===== src/rtl/mdu_pkg.sv =====
// Shared definitions for the multiply/divide unit: funct codes, FSM states, decode helper.
package mdu_pkg;

    localparam logic [5:0] FN_MFHI  = 6'h10;
    localparam logic [5:0] FN_MTHI  = 6'h11;
    localparam logic [5:0] FN_MFLO  = 6'h12;
    localparam logic [5:0] FN_MTLO  = 6'h13;
    localparam logic [5:0] FN_MULT  = 6'h18;
    localparam logic [5:0] FN_MULTU = 6'h19;
    localparam logic [5:0] FN_DIV   = 6'h1A;
    localparam logic [5:0] FN_DIVU  = 6'h1B;

    typedef enum logic [1:0] {
        IDLE = 2'd0,
        MUL  = 2'd1,
        DIV  = 2'd2,
        FIX  = 2'd3
    } mdu_state_e;

    function automatic logic is_mdu_funct(input logic [5:0] f);
        case (f)
            FN_MFHI, FN_MTHI, FN_MFLO, FN_MTLO,
            FN_MULT, FN_MULTU, FN_DIV, FN_DIVU: return 1'b1;
            default:                            return 1'b0;
        endcase
    endfunction

endpackage


===== src/rtl/mdu_sign_fix.sv =====
// Conditional two's-complement negate, used both for operand magnitudes and result signs.
module mdu_sign_fix #(
    parameter int unsigned W = 32
) (
    input  logic         neg,
    input  logic [W-1:0] a,
    output logic [W-1:0] y
);

    assign y = neg ? (~a + W'(1)) : a;

endmodule


===== src/rtl/mdu_ctrl.sv =====
// Iterative MIPS multiply/divide unit owning HI/LO, with a pipeline stall while an op is in flight.
module mdu_ctrl
    import mdu_pkg::*;
#(
    parameter int unsigned XLEN = 32
) (
    input  logic            clk,
    input  logic            rst,
    input  logic            op_valid,
    input  logic [5:0]      funct,
    input  logic [XLEN-1:0] rs_data,
    input  logic [XLEN-1:0] rt_data,
    output logic            stall,
    output logic            busy,
    output logic            done,
    output logic [XLEN-1:0] hi,
    output logic [XLEN-1:0] lo,
    output logic [XLEN-1:0] mf_data
);

    localparam int unsigned CNT_W = $clog2(XLEN) + 1;
    localparam int unsigned ACC_W = 2 * XLEN;

    mdu_state_e state, state_next;

    logic [CNT_W-1:0] cnt;
    logic [ACC_W-1:0] acc, acc_step;
    logic [XLEN-1:0]  opnd;
    logic [XLEN-1:0]  rs_raw;
    logic             op_div;
    logic             neg_res;
    logic             neg_rem;
    logic             div_zero;

    logic             recognised, accept, start_mul, start_div, is_signed;
    logic             neg_rs, neg_rt;
    logic [XLEN-1:0]  rs_abs, rt_abs;
    logic [XLEN:0]    mul_sum, div_trial;
    logic [ACC_W-1:0] prod_fixed;
    logic [XLEN-1:0]  quo_fixed, rem_fixed;

    mdu_sign_fix #(.W(XLEN))  u_abs_rs  (.neg(neg_rs),  .a(rs_data),          .y(rs_abs));
    mdu_sign_fix #(.W(XLEN))  u_abs_rt  (.neg(neg_rt),  .a(rt_data),          .y(rt_abs));
    mdu_sign_fix #(.W(ACC_W)) u_fix_prd (.neg(neg_res), .a(acc),              .y(prod_fixed));
    mdu_sign_fix #(.W(XLEN))  u_fix_quo (.neg(neg_res), .a(acc[XLEN-1:0]),    .y(quo_fixed));
    mdu_sign_fix #(.W(XLEN))  u_fix_rem (.neg(neg_rem), .a(acc[ACC_W-1:XLEN]), .y(rem_fixed));

    // Decode, interlock, next state and one datapath iteration
    always_comb begin
        state_next = state;
        acc_step   = acc;
        mf_data    = '0;

        recognised = is_mdu_funct(funct);
        stall      = op_valid & busy & recognised;
        accept     = op_valid & ~stall & recognised;
        start_mul  = accept & ((funct == FN_MULT) | (funct == FN_MULTU));
        start_div  = accept & ((funct == FN_DIV)  | (funct == FN_DIVU));
        is_signed  = (funct == FN_MULT) | (funct == FN_DIV);
        neg_rs     = is_signed & rs_data[XLEN-1];
        neg_rt     = is_signed & rt_data[XLEN-1];

        // Shift-add: add multiplicand into the upper half when the multiplier LSB is set, then shift right
        mul_sum   = {1'b0, acc[ACC_W-1:XLEN]} + (acc[0] ? {1'b0, opnd} : '0);
        // Restoring divide: trial-subtract divisor from the remainder shifted left by one dividend bit
        div_trial = {acc[ACC_W-1:XLEN], acc[XLEN-1]} - {1'b0, opnd};

        if (funct == FN_MFHI) begin
            mf_data = hi;
        end else if (funct == FN_MFLO) begin
            mf_data = lo;
        end

        case (state)
            IDLE: begin
                if (start_mul) begin
                    state_next = MUL;
                end else if (start_div) begin
                    state_next = DIV;
                end
            end
            MUL: begin
                acc_step = {mul_sum, acc[XLEN-1:1]};
                if (cnt == CNT_W'(1)) state_next = FIX;
            end
            DIV: begin
                if (!div_trial[XLEN]) begin
                    acc_step = {div_trial[XLEN-1:0], acc[XLEN-2:0], 1'b1};
                end else begin
                    acc_step = {acc[ACC_W-2:0], 1'b0};
                end
                if (cnt == CNT_W'(1)) state_next = FIX;
            end
            FIX: begin
                state_next = IDLE;
            end
            default: begin
                state_next = IDLE;
            end
        endcase
    end

    always_ff @(posedge clk) begin
        if (rst) begin
            state <= IDLE;
        end else begin
            state <= state_next;
        end
    end

    always_ff @(posedge clk) begin
        if (rst) begin
            busy     <= 1'b0;
            done     <= 1'b0;
            hi       <= '0;
            lo       <= '0;
            cnt      <= '0;
            acc      <= '0;
            opnd     <= '0;
            rs_raw   <= '0;
            op_div   <= 1'b0;
            neg_res  <= 1'b0;
            neg_rem  <= 1'b0;
            div_zero <= 1'b0;
        end else begin
            busy <= (state_next != IDLE);
            done <= (state == FIX);
            acc  <= acc_step;

            if (state == MUL || state == DIV) begin
                cnt <= cnt - CNT_W'(1);
            end

            // Multiplier sits in the low half of acc for MUL; dividend sits there for DIV
            if (start_mul || start_div) begin
                cnt      <= CNT_W'(XLEN);
                acc      <= {XLEN'(0), start_div ? rs_abs : rt_abs};
                opnd     <= start_div ? rt_abs : rs_abs;
                rs_raw   <= rs_data;
                op_div   <= start_div;
                neg_res  <= neg_rs ^ neg_rt;
                neg_rem  <= neg_rs;
                div_zero <= (rt_data == '0);
            end

            if (accept && funct == FN_MTHI) hi <= rs_data;
            if (accept && funct == FN_MTLO) lo <= rs_data;

            if (state == FIX) begin
                if (!op_div) begin
                    {hi, lo} <= prod_fixed;
                end else if (div_zero) begin
                    hi <= rs_raw;
                    lo <= '1;
                end else begin
                    hi <= rem_fixed;
                    lo <= quo_fixed;
                end
            end
        end
    end

endmodule

===== config.mk =====
export PLATFORM = sky130hd
export DESIGN_NAME = mdu_ctrl
export DESIGN_NICKNAME = d
export VERILOG_FILES = /design/src/rtl/mdu_pkg.sv /design/src/rtl/mdu_sign_fix.sv /design/src/rtl/mdu_ctrl.sv
export SDC_FILE = /design/constraint.sdc
export NUM_CORES = 1
export LEC_CHECK = 0
export CORE_ASPECT_RATIO = 0.6
export CORE_MARGIN = 3
export CORE_UTILIZATION = 30
export CTS_BUF_LIST = sky130_fd_sc_hd__clkbuf_4 sky130_fd_sc_hd__clkbuf_8 sky130_fd_sc_hd__clkbuf_16
export CTS_CLUSTER_SIZE = 40
export DETAILED_ROUTE_END_ITERATION = 6
export GPL_ROUTABILITY_DRIVEN = 0
export PLACE_DENSITY = 0.6
export SLEW_MARGIN = 10
export SYNTH_ARGS = -nofsm -noshare
export SYNTH_HDL_FRONTEND = slang
export SYNTH_SLANG_ARGS = --single-unit

===== constraint.sdc =====
create_clock -name clk -period 3.48 [get_ports clk]
set_clock_uncertainty 0.15 [all_clocks]
set_input_delay 1.044 -clock clk [delete_from_list [all_inputs] [get_ports clk]]
set_output_delay 1.044 -clock clk [all_outputs]
set_load 0.02 [all_outputs]

# Word-level counts from Yosys, hierarchy flattened
# Memory sizes are Yosys's and may differ from the RTL's.
# Index checks and enable logic that the tools add are counted.
totals:
  reg_bits: 206
  romBits: 32
  inputBits: 73
  output_inout_bits: 99
  wordCells: 96
  n_memories: 1
mem_list:
  columns: ["name", "words", "width", "read_ports", "rd_clocked_by_memory_dff", "wr", "line", "text"]
  rows:
  - ["(name not given)", 32, 1, 1, 0, 0, "mdu_pkg.sv:21", "case (f)"]
op_classes:
  addsub: 8
  n_eq_ne: 12
  muxes: 28
  bitwise_logic: 18
  reduce_logical: 14
op_table:
  columns: ["op", "n"]
  rows:
  - ["2-to-1 mux 32 bit", 18]
  - ["adder 32 x 1 -> 32 bit (second input constant)", 4]
  - ["2-to-1 mux 64 bit", 2]
  - ["NOT 32 bit", 4]
  - ["one-hot mux 64 bit (2 select lines)", 1]
  - ["adder 64 x 1 -> 64 bit (second input constant)", 1]
  - ["NOT 64 bit", 1]
  - ["equality test 6 x 5 -> 1 bit (second input constant)", 8]
  - ["adder 32 x 32 -> 33 bit", 1]
  - ["subtractor 33 x 32 -> 33 bit", 1]
  - ["logical NOT 32 bit", 1]
  - ["2-to-1 mux 6 bit", 2]
  - ["nonzero test 2 bit", 5]
  - ["AND 1 bit", 8]
  - ["equality test 6 x 1 -> 1 bit (second input constant)", 1]
  - ["2-to-1 mux 2 bit", 3]
  - ["one-hot mux 2 bit (3 select lines)", 1]
  - ["subtractor 6 x 1 -> 6 bit (second input constant)", 1]
  - ["equality test 2 bit (second input constant)", 2]
  - ["OR reduction 2 bit", 2]
  - ["bitwise OR 1 bit", 3]
  - ["nonzero test 3 bit", 1]
  - ["equality test 2 x 1 -> 1 bit (second input constant)", 1]
  - ["logical AND 1 bit", 2]
  - ["5 further kinds", 6]

# Logic depth before layout (Yosys ltp)
# An unclocked memory read counts as a cell.
depth:
  depth_word: 11
  mapped_depth: 14
  mapped_depth_nobuf: 12

# By module
# Synthesis repeated with hierarchy kept, for this count alone.
hier_totals:
  cells_unflattened: 2461
  area_unflattened_um2: 19379.8
modules_own_cells:
  columns: ["mod", "n_inst", "cells_each", "area_per_inst_um2", "seq_area_each_um2"]
  rows:
  - ["mdu_ctrl", 1, 1859, 14622.8, 4124.0]
  - ["mdu_sign_fix at u_abs_rs ...", 4, 99, 777.0, 0.0]
  - ["mdu_sign_fix at u_fix_prd", 1, 206, 1649.1, 0.0]

# Least setup slack after synthesis
# Ideal clock, no wire load.
synth_path:
  path_kind: "input port to output port"
  startpoint: "in funct[1]"
  endpoint: "out mf_data[10]"
  arrival_time_ns: 2.510
  required_ns: 2.286
  setup_slack_ns: -0.224
  cell_stages: 5
  n_path_buf: 3
  cell_sequence: "clkbuf_1 -> clkbuf_1 -> buf_1 -> mux2i_1 -> nor2_1"
synth_via:
  elab_chain_len: 3
  word_cells_on_any_way: 4
  classes_between: "eq/ne (2); mux (2)"
synth_lines:
  columns: ["element", "line", "text"]
  rows:
  - ["start: declaration", "mdu_ctrl.sv:10", "input logic [5:0] funct,"]
  - ["equality test 6 x 5 -> 1 bit", "mdu_ctrl.sv:70", "end else if (funct == FN_MFLO) begin"]
  - ["2-to-1 mux 32 bit", "mdu_ctrl.sv:70", null]
  - ["2-to-1 mux 32 bit (*)", "mdu_ctrl.sv:68", "if (funct == FN_MFHI) begin"]
  - ["end: declaration", "mdu_ctrl.sv:18", "output logic [XLEN-1:0] mf_data"]
# Mark *: on every way between the ends. The rest lies on a longest branch, timed or not.

# Final worst setup path
layout_path:
  startpoint: "in funct[4]"
  endpoint: "out mf_data[8]"
# The elaborated chain is that of the path after synthesis.

==> impl_results.md <==
- CTS Buffer Depth: 3
- Global Route met3 Usage: between 10% and 20%
- Routed Antenna Nets: 0
- Synthesized instance count: ~2,400
- HPWL after DPL: roughly 63,000 um
- Leak: 9.48 nW
- Clk sinks: roughly 210
- Clock transition at path regs: 60 ps
- Nets@finish: around 3,000
- Core Area: roughly 0.057 mm2
- Worst setup path class: in -> out
- Cell Area, Placed: 0.0227 mm2
- Failing checks: capacitance limit, setup timing
- Met1 Usage GRT: roughly 37%
- Pwr dens: around 340 mW/mm2
- IO Count: 172
- Via count: between 20,000 and 25,000
- Post-Route Utilization: approximately 43%
- Ys flop type: dfxtp_1
- Final Cell Area: 0.0245 mm2
- DRC: 0
- Min Tclk post-route: around 3500 ps
- Die Span Y: 193 um
- Worst slew pin tran: ~1500 ps
- Startpoint types: input port
- Worst-path maximum fanout: 8
- Initial DRT Pass Iterations: 6
- CTS tree: done
- Post-synth EDFFs: 0
- Max Transition Viols Final: 0
- CP Capture Type: primary output
- Initial antenna violation count: 0
- Setup_tns: -32.0 ps
- Grt total ovfl: 0
- Met2 track demand over resource: 32.3%
- Worst endpoint required time: ~2300 ps
- First-pass GRT wire length: about 120,000 um
- Cell variety after synth: between 80 and 90
- Diodes inserted: 0
- WL final: around 81,000 um
- Relative slew slack: 0.858%
- Yosys top cell area share: about a quarter
- Buffers on Ports: 171
- Outcome: finished with violations
- Crit path DAT: 2310 ps
- RSZ-0062 raised after global routing: yes
- Vias in the first global route: roughly 19,000
- Vias/cell: between 5 and 6
- Share of cells above drive strength 1: about a quarter
- Max cap viols: 1
- Setup ws final: -24.0 ps
- Initial Util: between 30% and 40%
- Initial drt markers: slightly below 3,000
- GRT Util Overall: 25.0%
- Post-Syn Nets: ~2,500
- Tcrit/Tclk final: 101%
- FP Rows: 67
- Synth top area cells: dfxtp_1 (24%), a211oi_1 (6.3%), nand2_1 (6.3%)
- WL/cell: 22.7 um
- Total Power: around 8.4 mW
- P&R area growth vs syn: 40.0%
- Synthesized area per cell: 7.36 um2
- Full die area: just over 0.06 mm2
- FFs w/ async S/R, synth: 0%
- Largest net degree at the start of global routing: 108
- Post-synth top area cell: dfxtp_1
- Hold Slack: approximately 310 ps
- Maximum vdd ir drop: ~0.00031 V
- GRT busiest layer: met1
- Synth Cell Area: about 0.018 mm2
- Warnings from Yosys: 0
- Clock latency on the worst-skew pair: 550 ps
- Chip Width: 318 um
- Htree depth: 1
- Clock root buffer: clkbuf_16
- Hold Path Class: reg -> reg
- Hold Fails Final Rpt: 0
- TritonCTS Buffers: 23
- # fillers: ~5,600
- Post-synthesis sequential area ratio: between 20% and 30%
- Final setup viols: 3
- Achievable Freq: about 290 MHz
- Seq cells post-synth: 206
==> where the power goes <==
group | internal [mW] | switching [mW] | total (mW)
logic | 1.26 | 1.81 | 3.07
registers | 2.42 | 0.0635 | 2.48
clock network | 1.69 | 1.15 | 2.84
==> routing by layer <==
metal,up-vias,wire length (um)
met1,9908,37400
met2,1179,29600
met4,0,1920
li1,9459,-
met3,134,12400
met5,-,0
==> state kept, by name (all words and copies together) (netlist names) <==
register,flops
cnt,6
opnd,32
div_zero,1
lo,32
neg_rem,1
hi,32
acc,64
done,1
state,2
op_div,1
rs_raw,32
neg_res,1
busy,1
==> layout make-up <==
type                            count  area [um2]  area share, %
Tap cell                          759         950           3.88
Timing Repair Buffer              597        5230           21.4
Clock buffer                       30         653           2.67
Multi-Input combinational cell   1910       13100           53.4
Inverter                           68         258           1.05
Clock inverter                     10         185          0.756
Sequential cell                   206        4130           16.9
==> what timing repair did <==
action	CTS	global route
setup buffers	10	15
hold buffers	0	0
gates resized for setup	275	120
cloned	2	1
pin swaps	27	59
setup endpoints to repair	89	113
==> logic make-up after synthesis <==
kind of cell    synth area share (%)
xor+xnor                        9.41
flops                           23.6
buf+inv                         5.76
fa+ha+maj                       5.45
compound gates                  28.5
simple gates                    21.1
mux                             6.28
==> path summary, 6_finish.rpt <==
kind,startpoint,endpoint,slack [ps],depth (start not counted)
setup / recovery,funct[4],mf_data[8],-20,9
hold / removal,rs_raw[8],rs_raw[8],310,2
setup reg to reg,acc[0],acc[62],40,17
hold reg to reg,rs_raw[8],rs_raw[8],310,2
==> cells in the mapped netlist (5+ instances only) <==
master / n
a31oi_1: 13
ha_1: 73
nand4_1: 12
nor2_1: 181
nor3_1: 40
clkbuf_1: 171
a21oi_1: 187
a21o_1: 19
or2_2: 11
xor2_1: 89
or3_1: 22
a311oi_1: 5
o41ai_1: 16
a221oi_1: 5
a31o_2: 8
o211ai_1: 78
o21ai_0: 173
nor4_1: 13
and2_1: 43
o221ai_1: 11
dfxtp_1: 206
o21bai_1: 5
nor3b_1: 5
nand2b_1: 19
a21boi_0: 12
mux2_2: 6
buf_2: 5
and4b_1: 5
o31ai_1: 31
and3_1: 10
nand3b_1: 5
nor2b_1: 40
mux2i_1: 103
o21a_1: 10
o22ai_1: 7
nand2_1: 292
a211oi_1: 146
inv_1: 68
xnor2_1: 99
nand3_1: 32
or4_1: 14
buf_1: 15
==> stage by stage <==
| stage | std cells | worst slack [ps] |
|---|---|---|
| after floorplan | 2379 | -21.3 |
| after global placement | 3516 | -840 |
| after detailed placement | 3516 | -898 |
| after CTS | 3567 | -126 |
| after global routing | 3580 | -63.0 |
| final | 3580 | -24.0 |
==> critical path, cell delays in order <==
cell and delay (ps):
buf_2 100, nor3b_2 140, buf_4 130, nor2b_4 120, buf_6 120, nand2b_4 150
buf_6 270, nor2_4 70, buf_6 140
==> layout by cell type (no fill, tap or decap), types with 15 or more instances in the layout <==
| cell | n |
|---|---|
| clkbuf_16 | 24 |
| ha_1 | 66 |
| nor3_1 | 36 |
| buf_4 | 405 |
| buf_6 | 34 |
| and2_1 | 42 |
| o21ai_0 | 156 |
| mux2i_1 | 103 |
| nand3_1 | 32 |
| o211ai_1 | 78 |
| a21oi_1 | 174 |
| xnor2_1 | 97 |
| o31ai_1 | 29 |
| a21o_1 | 19 |
| nor2_4 | 17 |
| nor2_2 | 15 |
| buf_12 | 18 |
| nand2b_1 | 17 |
| or3_1 | 19 |
| dfxtp_1 | 201 |
| nand2_1 | 288 |
| nor2_1 | 150 |
| xor2_1 | 87 |
| clkdlybuf4s50_1 | 123 |
| nor2b_1 | 39 |
| a211oi_1 | 142 |
| inv_1 | 67 |
(Power assumes the default switching activity.)
